$ cat src/rtl/pow_product_pipe.sv
// pow_product_pipe: three-stage pipelined power/product unit.
//   mode 0: c = a^4 * b^4    mode 1: c = a^2 * b^2
//   mode 2: c = a * b        mode 3: c = a^4
// Arithmetic is unsigned at full precision (8*W bits); c carries the low OW
// bits and ovf flags any nonzero bit above them.
// Ports:
//   clk, rst                 clock, synchronous active-high reset
//   a, b, mode, in_valid     input item; in_ready accepts it
//   c, ovf, out_valid        output item; out_ready accepts it
//   result_cnt               wrapping count of output handshakes
module pow_product_pipe #(
  parameter int W  = 8,
  parameter int OW = 32,
  parameter int CW = 16
) (
  input  logic          clk,
  input  logic          rst,
  input  logic [W-1:0]  a,
  input  logic [W-1:0]  b,
  input  logic [1:0]    mode,
  input  logic          in_valid,
  output logic          in_ready,
  output logic [OW-1:0] c,
  output logic          ovf,
  output logic          out_valid,
  input  logic          out_ready,
  output logic [CW-1:0] result_cnt
);

  typedef enum logic [1:0] {
    MODE_A4B4 = 2'd0,
    MODE_A2B2 = 2'd1,
    MODE_AB   = 2'd2,
    MODE_A4   = 2'd3
  } mode_e;

  localparam int PW = 8 * W;

  // S1
  logic            v1_q, v1_d;
  logic [W-1:0]    a1_q, a1_d, b1_q, b1_d;
  logic [2*W-1:0]  a2_q, a2_d, b2_q, b2_d;
  mode_e           mode1_q, mode1_d;
  // S2
  logic            v2_q, v2_d;
  logic [4*W-1:0]  x_q, x_d, y_q, y_d;
  // S3
  logic            v3_q, v3_d;
  logic [OW-1:0]   c_q, c_d;
  logic            ovf_q, ovf_d;
  // result counter
  logic [CW-1:0]   cnt_q, cnt_d;

  logic            stall;
  logic [PW-1:0]   p;

  assign stall      = v3_q && !out_ready;
  assign in_ready   = !stall;
  assign out_valid  = v3_q;
  assign c          = c_q;
  assign ovf        = ovf_q;
  assign result_cnt = cnt_q;

  always_comb begin
    v1_d    = v1_q;
    a1_d    = a1_q;
    b1_d    = b1_q;
    a2_d    = a2_q;
    b2_d    = b2_q;
    mode1_d = mode1_q;
    v2_d    = v2_q;
    x_d     = x_q;
    y_d     = y_q;
    v3_d    = v3_q;
    c_d     = c_q;
    ovf_d   = ovf_q;
    cnt_d   = cnt_q;
    p       = (PW)'(x_q) * (PW)'(y_q);

    if (out_valid && out_ready) begin
      cnt_d = cnt_q + CW'(1);
    end

    // Whole pipeline moves as one; a stall freezes every stage at once so
    // nothing is dropped or duplicated.
    if (!stall) begin
      v1_d    = in_valid;
      a1_d    = a;
      b1_d    = b;
      a2_d    = (2*W)'(a) * (2*W)'(a);
      b2_d    = (2*W)'(b) * (2*W)'(b);
      mode1_d = mode_e'(mode);

      v2_d = v1_q;
      unique case (mode1_q)
        MODE_A4B4: begin
          x_d = (4*W)'(a2_q) * (4*W)'(a2_q);
          y_d = (4*W)'(b2_q) * (4*W)'(b2_q);
        end
        MODE_A2B2: begin
          x_d = (4*W)'(a2_q);
          y_d = (4*W)'(b2_q);
        end
        MODE_AB: begin
          x_d = (4*W)'(a1_q);
          y_d = (4*W)'(b1_q);
        end
        MODE_A4: begin
          x_d = (4*W)'(a2_q) * (4*W)'(a2_q);
          y_d = (4*W)'(1);
        end
        default: begin
          x_d = '0;
          y_d = '0;
        end
      endcase

      v3_d  = v2_q;
      c_d   = p[OW-1:0];
      // Shifting by the full width yields zero, so OW == 8*W gives ovf = 0.
      ovf_d = |(p >> OW);
    end
  end

  always_ff @(posedge clk) begin
    if (rst) begin
      v1_q    <= 1'b0;
      a1_q    <= '0;
      b1_q    <= '0;
      a2_q    <= '0;
      b2_q    <= '0;
      mode1_q <= MODE_A4B4;
      v2_q    <= 1'b0;
      x_q     <= '0;
      y_q     <= '0;
      v3_q    <= 1'b0;
      c_q     <= '0;
      ovf_q   <= 1'b0;
      cnt_q   <= '0;
    end else begin
      v1_q    <= v1_d;
      a1_q    <= a1_d;
      b1_q    <= b1_d;
      a2_q    <= a2_d;
      b2_q    <= b2_d;
      mode1_q <= mode1_d;
      v2_q    <= v2_d;
      x_q     <= x_d;
      y_q     <= y_d;
      v3_q    <= v3_d;
      c_q     <= c_d;
      ovf_q   <= ovf_d;
      cnt_q   <= cnt_d;
    end
  end

endmodule

$ cat config.mk
export PLATFORM = sky130hd
export DESIGN_NAME = pow_product_pipe
export DESIGN_NICKNAME = d
export VERILOG_FILES = /design/src/rtl/pow_product_pipe.sv
export SDC_FILE = /design/constraint.sdc
export NUM_CORES = 2
export LEC_CHECK = 0
export ABC_CLOCK_PERIOD_IN_PS = 22900
export BUFFER_PORTS_ARGS = -buffer_cell sky130_fd_sc_hd__buf_2
export CAP_MARGIN = 10
export CELL_PAD_IN_SITES_DETAIL_PLACEMENT = 0
export CELL_PAD_IN_SITES_GLOBAL_PLACEMENT = 1
export CORE_MARGIN = 3
export CORE_UTILIZATION = 33
export CTS_BUF_LIST = sky130_fd_sc_hd__clkbuf_16
export DETAILED_ROUTE_END_ITERATION = 12
export MAX_ROUTING_LAYER = met4
export PLACE_DENSITY_LB_ADDON = 0.12
export REMOVE_ABC_BUFFERS = 1
export SYNTH_ARGS = -nofsm -noshare
export SYNTH_HDL_FRONTEND = slang
export SYNTH_SLANG_ARGS = --single-unit
$ cat constraint.sdc
create_clock -name clk -period 22.9 [get_ports clk]
set_input_delay 1.145 -clock clk [delete_from_list [all_inputs] [get_ports clk]]
set_output_delay 1.145 -clock clk [all_outputs]
set_load 0.01 [all_outputs]
==> impl_metrics.toml <==
[logic_synthesis]
synth-seq-area-share_pct = 5.82
synth-edff-count = 0
syn_area_um2 = 55700
synth-main-ff-cell = "dfxtp_1"
synth_cell_type_count = 83
netlist_top_cells_area = "fa_1 (45%), ha_1 (13%), inv_1 (8.6%), and2_1 (7.9%), dfxtp_1 (5.8%)"
async_flop_share_pct = 0
yosysWarnings = 0
synth_cells = 6224
avgSynthCellArea_um2 = 8.95
synth_seq_cells = 162
yosys.area.top_type = "fa_1"
synth_top_cell_area_share_pct = 44.5

[critical_path]
critical_path_required_ns = 23.33
cp-start-kind = "flop"
crit_path_max_fanout = 33
path_class = "flop to flop"
end_kind = "flop"
crit_arrival_ns = 9.74

[floorplan]
die-area_um2 = 174000
die_w_um = 417
floorplan.initialDensity_pct = 33.3
core-area_um2 = 167000
die_y_um = 417
ios = 73
rows = 150

[clocking]
cts_setup_buffers = 0
cts_resized = 0
clk_pin_slew_ns = 0.11
numCtsBuffers = 17
hold_buffers = 0
clkLatencyLatePin_ns = 0.57
h-tree-depth = 4
tritoncts = "yes"
cts_root_buf = "clkbuf_16"
cts_sinks = 162
cts_buffer_depth = 2

[power]
leakage_nw = 26.8
clkPwrFrac_pct = 6.9
internal_power_mw = 1.94
p_comb_share_pct = 83.2
pwr_density_cell_nw_per_um2 = 77.8
vdd_ir_drop_max_mv = 0.0743
switching_share_pct = 57.6
p_seq_share_pct = 9.9
power.switching_mw = 2.64

[grt]
antenna_found_initial = 5
grt_pass1_wl_mm = 272
first_global_vias = 44500
grt-ovfl-total = 0
met2_usage_pct = 33.1
met1_usage_pct = 29.4
grt_max_degree = 66
grt_use_total_pct = 21.1
grt.met3_usage_pct = 3.28
busiest_layer = "met2"

[layout]
areaGrowthSynthToFinish_pct = 5.75
drive_gt1_share_pct = 3.81
fillers = 17600
fin_nets = 7927
ff_latch_area_um2 = 3250
multi_input_area_um2 = 46400

[sta]
setup_violations = 0
fin_crit_sh_pct = 40.6
fin_skew_ns = 0.0592
report.final.slew_viol_count = 0
setup_slack_ns = 13.59
rsz0062_at_grt = "false"
setup_tns_ns = 0
max_slew.worst_pin.slew_ns = 1.05
timing_hold_violations_final = 0
fin_crit_ns = 9.31
maxSlewHeadroom_pct = 29.7
fmax_ghz = 0.107

[place]
dpl.hpwl_mm = 137
portBuffers = 72
place_ws_ns = 13.65
gp_congestion = 0.847

[routing]
via_per_inst = 4.78
num_vias = 39800
finalWirelength_mm = 173
drtAntennaViolNets = 0
drt_iter0_markers = 1890
wl_per_cell_um = 20.8
drc_errors = 0
drtPass1Iterations = 5

[worst_hold_path]
hp-class = "flop to flop"

[status]
status = "finished clean"

[flow_run]
max_cap_violations = 0
stage by stage:
stage               cells  area [um^2]  hold slack [ns]  power (mW)  utilization, %
global route         8322        58900            0.468        5.16            35.2
floorplan            5920        54500            0.425        3.05               -
global placement     8289        58300            0.436        4.30            34.8
detailed placement   8289        58300            0.441        4.31            34.8
finish               8323        58900            0.450        4.58            35.2
CTS                  8321        58900            0.452        4.66            35.2
layer usage:
metal  share of wire, %  vias up  wire length [um]
met1                 49    20500             83900
met3                4.5      106              7730
met4                1.4        0              2340
li1                   -    18500                 -
met5                  0        -                 0
met2                 46      681             78800
worst paths after layout:
path,startpoint,endpoint,slack [ns],cells after the start
worst min register to register,c[11],c[11],0.45,2
worst max register to register,x_q[18],ovf,13.59,26
worst max-delay path,x_q[18],ovf,13.59,26
worst min-delay path,c[11],c[11],0.45,2
cells by family after synthesis:
kind of cell,share of synthesized area [%]
AOI/OAI and AO/OA,6.48
xor gates and xnor gates,2.34
adders and majority gates,57.2
buffers and inverters,10.9
DFF,5.82
muxes,0.254
other,0.0135
and+or+nand+nor,17.1
state kept, by name, indices dropped and copies added, names as in the netlist:
signal	count
c	32
x_q	32
y_q	32
result_cnt	16
a2_q	14
b2_q	14
a1_q	8
b1_q	8
mode1_q	2
out_valid	1
ovf	1
v1_q	1
v2_q	1
critical path: stages (launching register included):
cell and delay (ns):
dfxtp_2 1.02, and2_1 0.25, fa_1 0.41, inv_1 0.08, fa_1 0.43, fa_1 0.54, fa_1 0.59, inv_1 0.06
fa_1 0.48, fa_1 0.50, fa_1 0.49, inv_1 0.05, fa_1 0.47, inv_1 0.04, ha_1 0.36, nand2_1 0.14
nor2_1 0.39, nand4_1 0.16, a21oi_1 0.39, and3b_1 0.32, o31ai_1 0.74, a211oi_1 0.19, xnor2_1 0.24, nor4_2 0.31
nand4_1 0.13, nor4_1 0.25, a211oi_1 0.10
placed cells by master, fill, tap and decap left out, drive strengths merged, types with 13 or more instances in the layout:
cell    instances
dfxtp         162
and2          700
buf           165
a22oi          13
ha            563
o21ai          87
nor2b          16
a221oi         14
inv          1282
nand2         829
a21oi         228
a31oi          15
xnor2          99
a211oi         34
clkbuf         17
fa           1238
xor2           50
o21a           13
nand3          33
or3            15
nand4          27
a21o           61
o21bai         32
nand2b         18
nor2          190
nor3           54
and3           22
cell usage after synthesis (all sizes together) (8+ instances only):
master	n
ha	563
nor4	8
a211oi	34
nor2	190
nand2b	18
a22oi	13
o21bai	32
nor2b	16
a31oi	15
dfxtp	162
o21a	13
or3	15
clkbuf	298
nor3	54
o31ai	10
buf	15
nand2	829
and3	22
o21ai	87
mux2	9
a21o	61
o211ai	10
nand3	33
a21oi	228
xor2	50
and2	700
nand4	27
a221oi	14
inv	1275
xnor2	99
fa	1238
power by group through the flow:
stage | sequential (mW) | combinational, mW | clock, mW
2_1_floorplan | 0.500 | 2.55 | 0
3_3_place_gp | 0.457 | 3.85 | 0
3_5_place_dp | 0.459 | 3.85 | 0
4_1_cts | 0.453 | 3.88 | 0.332
5_1_grt | 0.463 | 4.36 | 0.340
6_report | 0.452 | 3.81 | 0.315
area by class of cell:
type / instances / share of cell area (%)
Clock buffer: 17 / 0.722
Antenna cell: 2 / 0.00850
Clock inverter: 15 / 0.257
Tap cell: 2204 / 4.68
Sequential cell: 162 / 5.52
Timing Repair Buffer: 165 / 1.81
Multi-Input combinational cell: 4481 / 78.9
Inverter: 1277 / 8.14
Note: power is estimated with default switching activity, not from simulation.
